`src/rtl/isq_alloc_ctl_pkg.sv`:
```
// Shared sizing and helpers for the issue-queue allocation controller.
// The group-free vector is derived from registered line occupancy only.
package isq_pkg;

  localparam int ISQ_DEPTH    = 64;
  localparam int INST_PORT    = 4;
  localparam int GRP_NUM      = ISQ_DEPTH / INST_PORT;
  localparam int GRP_IDX_BITS = $clog2(GRP_NUM);

  typedef logic [ISQ_DEPTH-1:0]    lin_vec_t;
  typedef logic [GRP_NUM-1:0]      grp_vec_t;
  typedef logic [GRP_IDX_BITS-1:0] grp_idx_t;
  typedef logic [GRP_IDX_BITS:0]   grp_cnt_t;

  function automatic grp_vec_t grp_free_vec(input lin_vec_t occ);
    grp_vec_t v;
    v = '0;
    for (int g = 0; g < GRP_NUM; g++) begin
      v[g] = (occ[g*INST_PORT +: INST_PORT] == {INST_PORT{1'b0}});
    end
    return v;
  endfunction

  function automatic grp_cnt_t grp_popcnt(input grp_vec_t v);
    grp_cnt_t cnt;
    cnt = '0;
    for (int g = 0; g < GRP_NUM; g++) begin
      cnt = cnt + grp_cnt_t'(v[g]);
    end
    return cnt;
  endfunction

endpackage

```
`src/rtl/isq_alloc_ctl_if.sv`:
```
// Dispatch / queue-write / occupancy bundle between the dispatch side and
// the allocation controller.
interface isq_alloc_ctl_if;
  import isq_pkg::*;

  logic     dis_vld;
  logic     dis_rdy;
  logic     fls;
  lin_vec_t lin_free;
  lin_vec_t isq_lin_en;
  logic     isq_en;
  grp_idx_t alloc_grp;
  lin_vec_t lin_occ;
  grp_cnt_t free_grp_cnt;
  logic     full;
  logic     empty;

  modport master (
    output dis_vld, fls, lin_free,
    input  dis_rdy, isq_lin_en, isq_en, alloc_grp, lin_occ, free_grp_cnt, full, empty
  );

  modport slave (
    input  dis_vld, fls, lin_free,
    output dis_rdy, isq_lin_en, isq_en, alloc_grp, lin_occ, free_grp_cnt, full, empty
  );

endinterface

```
`src/rtl/isq_alloc_ctl_grp_pick.sv`:
```
// Round-robin picker: first set bit of free_i at or above ptr_i, wrapping.
// The vector is doubled so a single lowest-bit encode covers the wrap.
module isq_grp_pick
  import isq_pkg::*;
(
  input  grp_vec_t free_i,
  input  grp_idx_t ptr_i,
  output logic     found_o,
  output grp_idx_t idx_o
);

  localparam int DW = 2 * GRP_NUM;
  localparam int PW = $clog2(DW);

  logic [DW-1:0] dbl_s;
  logic [DW-1:0] mask_s;
  logic [DW-1:0] hit_s;
  logic [PW-1:0] pos_s;

  assign dbl_s  = {free_i, free_i};
  assign mask_s = ~(({{(DW-1){1'b0}}, 1'b1} << ptr_i) - {{(DW-1){1'b0}}, 1'b1});
  assign hit_s  = dbl_s & mask_s;

  // Descending scan so the lowest hit is the final assignment.
  always_comb begin
    pos_s = '0;
    for (int i = DW - 1; i >= 0; i--) begin
      if (hit_s[i]) begin
        pos_s = PW'(i);
      end else begin
        pos_s = pos_s;
      end
    end
  end

  assign found_o = |free_i;
  assign idx_o   = pos_s[GRP_IDX_BITS-1:0];

endmodule

```
`src/rtl/isq_alloc_ctl.sv`:
```
// Issue-queue allocation controller: picks a free aligned line group per
// dispatch group, drives the queue write enables and tracks occupancy.
module isq_alloc_ctl
  import isq_pkg::*;
(
  input  logic            clk,
  input  logic            rst_n,
  isq_alloc_ctl_if.slave  bus
);

  lin_vec_t occ_q, occ_d;
  grp_idx_t rr_q,  rr_d;
  grp_cnt_t cnt_q, cnt_d;

  grp_vec_t free_vec_s;
  logic     pick_found_s;
  grp_idx_t pick_idx_s;
  logic     rdy_s;
  logic     acc_s;
  lin_vec_t alloc_mask_s;

  assign free_vec_s = grp_free_vec(occ_q);

  isq_grp_pick u_pick (
    .free_i  (free_vec_s),
    .ptr_i   (rr_q),
    .found_o (pick_found_s),
    .idx_o   (pick_idx_s)
  );

  // Accept decode; rst_n gating keeps the queue from being written during reset.
  always_comb begin
    rdy_s        = rst_n && (cnt_q != grp_cnt_t'(0)) && !bus.fls;
    acc_s        = bus.dis_vld && rdy_s && pick_found_s;
    alloc_mask_s = '0;
    if (acc_s) begin
      alloc_mask_s = lin_vec_t'({INST_PORT{1'b1}}) << (int'(pick_idx_s) * INST_PORT);
    end else begin
      alloc_mask_s = '0;
    end
  end

  // Next state: flush wins, then allocation set over release clear.
  always_comb begin
    occ_d = occ_q;
    rr_d  = rr_q;
    if (bus.fls) begin
      occ_d = '0;
      rr_d  = '0;
    end else begin
      occ_d = (occ_q & ~bus.lin_free) | alloc_mask_s;
      if (acc_s) begin
        rr_d = pick_idx_s + grp_idx_t'(1);
      end else begin
        rr_d = rr_q;
      end
    end
    cnt_d = grp_popcnt(grp_free_vec(occ_d));
  end

  // State registers.
  always_ff @(posedge clk or negedge rst_n) begin
    if (!rst_n) begin
      occ_q <= '0;
      rr_q  <= '0;
      cnt_q <= grp_cnt_t'(GRP_NUM);
    end else begin
      occ_q <= occ_d;
      rr_q  <= rr_d;
      cnt_q <= cnt_d;
    end
  end

  assign bus.dis_rdy      = rdy_s;
  assign bus.isq_en       = acc_s;
  assign bus.isq_lin_en   = alloc_mask_s;
  assign bus.alloc_grp    = acc_s ? pick_idx_s : rr_q;
  assign bus.lin_occ      = occ_q;
  assign bus.free_grp_cnt = cnt_q;
  assign bus.full         = (cnt_q == grp_cnt_t'(0));
  assign bus.empty        = (occ_q == '0);

endmodule

```
`src/flat_wrapper.sv`:
```
// flat-port wrapper written by rule: the top's interface ports become plain ports
module isq_alloc_ctl_flat import isq_pkg::*;
  (clk, rst_n, bus_dis_vld, bus_fls, bus_lin_free, bus_dis_rdy, bus_isq_lin_en, bus_isq_en, bus_alloc_grp, bus_lin_occ, bus_free_grp_cnt, bus_full, bus_empty);
  isq_alloc_ctl_if bus_i ();
  input  logic clk;
  input  logic rst_n;
  input wire logic [$bits(bus_i.dis_vld)-1:0] bus_dis_vld;
  input wire logic [$bits(bus_i.fls)-1:0] bus_fls;
  input wire logic [$bits(bus_i.lin_free)-1:0] bus_lin_free;
  output wire logic [$bits(bus_i.dis_rdy)-1:0] bus_dis_rdy;
  output wire logic [$bits(bus_i.isq_lin_en)-1:0] bus_isq_lin_en;
  output wire logic [$bits(bus_i.isq_en)-1:0] bus_isq_en;
  output wire logic [$bits(bus_i.alloc_grp)-1:0] bus_alloc_grp;
  output wire logic [$bits(bus_i.lin_occ)-1:0] bus_lin_occ;
  output wire logic [$bits(bus_i.free_grp_cnt)-1:0] bus_free_grp_cnt;
  output wire logic [$bits(bus_i.full)-1:0] bus_full;
  output wire logic [$bits(bus_i.empty)-1:0] bus_empty;
  assign bus_i.dis_vld = bus_dis_vld;
  assign bus_i.fls = bus_fls;
  assign bus_i.lin_free = bus_lin_free;
  assign bus_dis_rdy = bus_i.dis_rdy;
  assign bus_isq_lin_en = bus_i.isq_lin_en;
  assign bus_isq_en = bus_i.isq_en;
  assign bus_alloc_grp = bus_i.alloc_grp;
  assign bus_lin_occ = bus_i.lin_occ;
  assign bus_free_grp_cnt = bus_i.free_grp_cnt;
  assign bus_full = bus_i.full;
  assign bus_empty = bus_i.empty;
  isq_alloc_ctl u_core (.clk(clk), .rst_n(rst_n), .bus(bus_i));
endmodule
```
`config.mk`:
```
export PLATFORM = sky130hd
export DESIGN_NAME = isq_alloc_ctl_flat
export DESIGN_NICKNAME = d
export VERILOG_FILES = /design/src/rtl/isq_alloc_ctl_pkg.sv /design/src/rtl/isq_alloc_ctl_if.sv /design/src/rtl/isq_alloc_ctl_grp_pick.sv /design/src/rtl/isq_alloc_ctl.sv /design/src/flat_wrapper.sv
export SDC_FILE = /design/constraint.sdc
export NUM_CORES = 1
export LEC_CHECK = 0
export CORE_ASPECT_RATIO = 0.7
export CORE_MARGIN = 4
export CORE_UTILIZATION = 64
export CTS_BUF_LIST = sky130_fd_sc_hd__clkbuf_2 sky130_fd_sc_hd__clkbuf_4 sky130_fd_sc_hd__clkbuf_8
export DETAILED_ROUTE_END_ITERATION = 8
export DONT_BUFFER_PORTS = 1
export MAX_ROUTING_LAYER = met4
export PLACE_DENSITY = 0.8
export SYNTH_ARGS = -nofsm -noshare
export SYNTH_HDL_FRONTEND = slang
export SYNTH_HIERARCHICAL = 1
export SYNTH_SLANG_ARGS = --single-unit
```
`constraint.sdc`:
```
create_clock -name clk -period 9.1 [get_ports clk]
set_input_delay 1.82 -clock clk [delete_from_list [all_inputs] [get_ports clk]]
set_output_delay 1.82 -clock clk [all_outputs]
set_load 0.005 [all_outputs]
```
==> results.md <==
* Final net count at 603
* Starting density of the core at 67.8%
* Unique masters post-synth at 61
* Top Usage Layer GRT: met2
* Fraction of layout cells with a size suffix above 1 at 10.1%
* Initial antenna violation count at 0
* Post-synthesis register bit count at between 70 and 80
* 1st-iter DRT viols at 333
* P per Cell Area at 209 nW/µm²
* Clk buf depth at 2
* RSZ-0062 raised after global routing: false
* Seq/Total Area, Yosys at around 36%
* Post-CTS Hold Fix Bufs at 0
* Via/cell ratio at about 6.8
* Syn avg cell area at slightly above 9 µm²
* Worst min path class: reg -> reg
* Largest net degree at the start of global routing at 92
* Clock skew at 0.00912 ns
* IO buf count at 0
* CTS buffer count at 9
* Global routing usage on met3 at a little under a tenth
* Hold depth at 2
* Crit end category: register
* P_leak at 2.23 nW
* Critical Path RT at 9.39 ns
* Worst Path Class, Setup: reg -> reg
* Post-Synthesis Cells at about 560
* Final Hold Viols at 0
* Pre-Repair DR Iteration Count at 7
* Number of max-cap violations at 0
* H-tree depth at 3
* CTS tree: built
* Setup TNS at 0 ns
* Wirelength per Cell at 23.1 µm
* Critical path launch point type: register
* Global-route wire length before repair at approximately 22000 µm
* Via count at slightly above 4000
* Worst-path fanout max at 19
* Post-CTS sizing at 0
* Synth Area in Compound Gates at between 20 and 25%
* R2R Setup Slk at between 1 and 1.5 ns
* Met2 GRT Util at ~44%
* Num rows at 26
* Post-route DRC at 0
* CTS sink cnt at 73
* Total track usage at 30.0%
* F_max at 128 MHz
* Drt total wl at about 14000 µm
* Hold Slack at 0.602 ns
* Grt total ovfl at 0
* Top-Level Pins at 209
* Crit path arrival time at around 8 ns
* Slew Limit Headroom at 20.2%
* Final min period at 7.79 ns
* Largest family of logic cells by synthesized area: simple AND/OR/NAND/NOR gates
* Syn nets at 652
* Commonest cells after routing, fill and taps aside: 79 x a21oi_1, 72 x dfrtp_1, 71 x nand2b_1
* Mapped cell area at roughly 5000 µm²
* Fin crit share at a little under nine tenths
* Full die area at 9520 µm²
* Clk Latency, worst-skew pair at 0.36 ns
* Maximum vdd drop at 130 µV
* Commonest non-fill, non-tap cell in the layout: a21oi_1
* Area Growth Syn to Fin at -0.904%
* Prevailing post-synth register cell: dfrtp_1
* ANT cells at 0
* Die H at 82.8 µm
* Core Area at 7550 µm²
* GP Congestion at 0.911
* Die W at approximately 110 µm
* Reg2Reg Depth at 23
* CTS clk-pin slew, worst paths at about 0.080 ns
* Setup-failing EPs final at 0
* Grt met1 use at approximately two fifths
* Adder-cell share of the synthesized area at 7.09%
* Vias in the first global route at 4045
* Status: finished clean
* Asr flop ratio synth at 100%
* EDFF count, synth at 0
* Slew @ Worst Pin at 1.19 ns
* Setup Fix Bufs, Post-CTS at 0
* CTS Root Cell: clkbuf_8
* Post-DP HPWL at 10700 µm
* Simple-gate share of the synthesized area at 21.9%
* Multiplexer share of the synthesized area at 1.69%
* Final Slew Violations at 0
* Yosys warnings at 6
* Final ANT Viol Nets at 0
* Synth Area in XOR/XNOR at 0.855%
## Yosys cell counts, types with 3 or more instances
cell type	n	share of area [%]
buf_4	48	7.0
o2111ai_1	5	0.86
mux2i_1	3	0.59
a21oi_1	79	7.7
o21ai_0	15	1.5
nor4_1	22	2.7
o211ai_1	14	2.1
inv_1	38	2.8
nand2b_1	71	8.7
xnor2_1	3	0.51
a31oi_1	6	0.73
buf_6	4	0.88
and2_1	6	0.73
fa_1	10	3.9
o211a_1	5	0.98
nor3_1	6	0.59
nor2b_1	5	0.61
a41oi_1	6	1.0
nor2_1	13	0.95
nand3_1	5	0.49
o21ba_2	4	0.78
dfrtp_1	72	35
ha_1	13	3.2
mux2_2	5	1.1
and3_1	6	0.73
clkbuf_1	16	1.2
nand4_1	8	0.98
nand2_1	13	0.95
a21o_1	10	1.5
and4_1	7	1.2
## kinds of logic after synthesis
family | after synthesis
AND/OR/NAND/NOR | 179
AO/OA/AOI/OAI | 163
buffers and inverters | 110
flip-flops | 73
adder cells (fa/ha/maj) | 23
multiplexers | 8
XOR/XNOR | 5
## power breakdown
part,total (mW),leakage [nW],switching (mW),internal [mW]
clock,0.288,0.117,0.124,0.164
combinational,0.396,1.10,0.248,0.148
sequential,0.377,1.01,0.0340,0.343
total,1.06,2.23,0.406,0.655
## final timing paths
kind | startpoint | end
max in group asynchronous | rst_n | u_core/bus.free_grp_cnt[4]
min in group asynchronous | rst_n | u_core/bus.lin_occ[19]
max reg2reg | u_core/rr_q[2] | u_core/bus.free_grp_cnt[4]
max | u_core/rr_q[2] | u_core/bus.free_grp_cnt[4]
min | u_core/bus.lin_occ[27] | u_core/bus.lin_occ[27]
min reg2reg | u_core/bus.lin_occ[27] | u_core/bus.lin_occ[27]
## routing by layer
layer	wire length, µm	vias to the layer above
li1	-	1875
met1	6080	2000
met2	6400	252
met3	1470	26
met4	246	0
met5	0	-
## critical path, cell delays in order (launching register included)
cell and delay, ns:
dfrtp_1 0.73, nor2_1 0.24, nand2_1 0.12, ha_1 0.46
or4b_4 0.64, a21o_1 0.22, a221o_1 0.31, a31oi_1 0.16
nor3_1 0.06, o31ai_1 0.57, ha_1 0.30, ha_1 0.21
o2111ai_2 0.29, a41o_1 0.34, fa_1 0.53, inv_1 0.07
fa_1 0.50, fa_1 0.56, inv_1 0.06, fa_1 0.48
ha_1 0.25, fa_1 0.40, a21oi_1 0.15, nor2b_1 0.05
## sequential cells by signal (all words and copies together), names as in the netlist
name                     flops
u_core/bus.lin_occ          64
u_core/bus.free_grp_cnt      5
u_core/rr_q                  4
## per-stage QoR
stage | worst slack (ns) | instance area (µm²) | cells | total power [mW] | util [%]
2_1_floorplan | 2.39 | 5120 | 561 | 0.697 | -
3_3_place_gp | 1.67 | 4850 | 599 | 0.757 | 64.3
3_5_place_dp | 1.50 | 4850 | 599 | 0.767 | 64.3
4_1_cts | 1.48 | 5070 | 615 | 1.05 | 67.2
5_1_grt | 0.937 | 5070 | 615 | 1.11 | 67.2
6_report | 1.31 | 5070 | 615 | 1.06 | 67.2
## final cells by class
| cell class | count | area [µm²] |
|---|---|---|
| Multi-Input combinational cell | 378 | 2670 |
| Tap cell | 98 | 123 |
| Sequential cell | 73 | 1830 |
| Fill cell | 631 | 2470 |
| Clock inverter | 5 | 78.8 |
| Inverter | 38 | 143 |
| Timing Repair Buffer | 12 | 90.1 |
| Clock buffer | 11 | 145 |
Power figures use the tool's default switching activity.
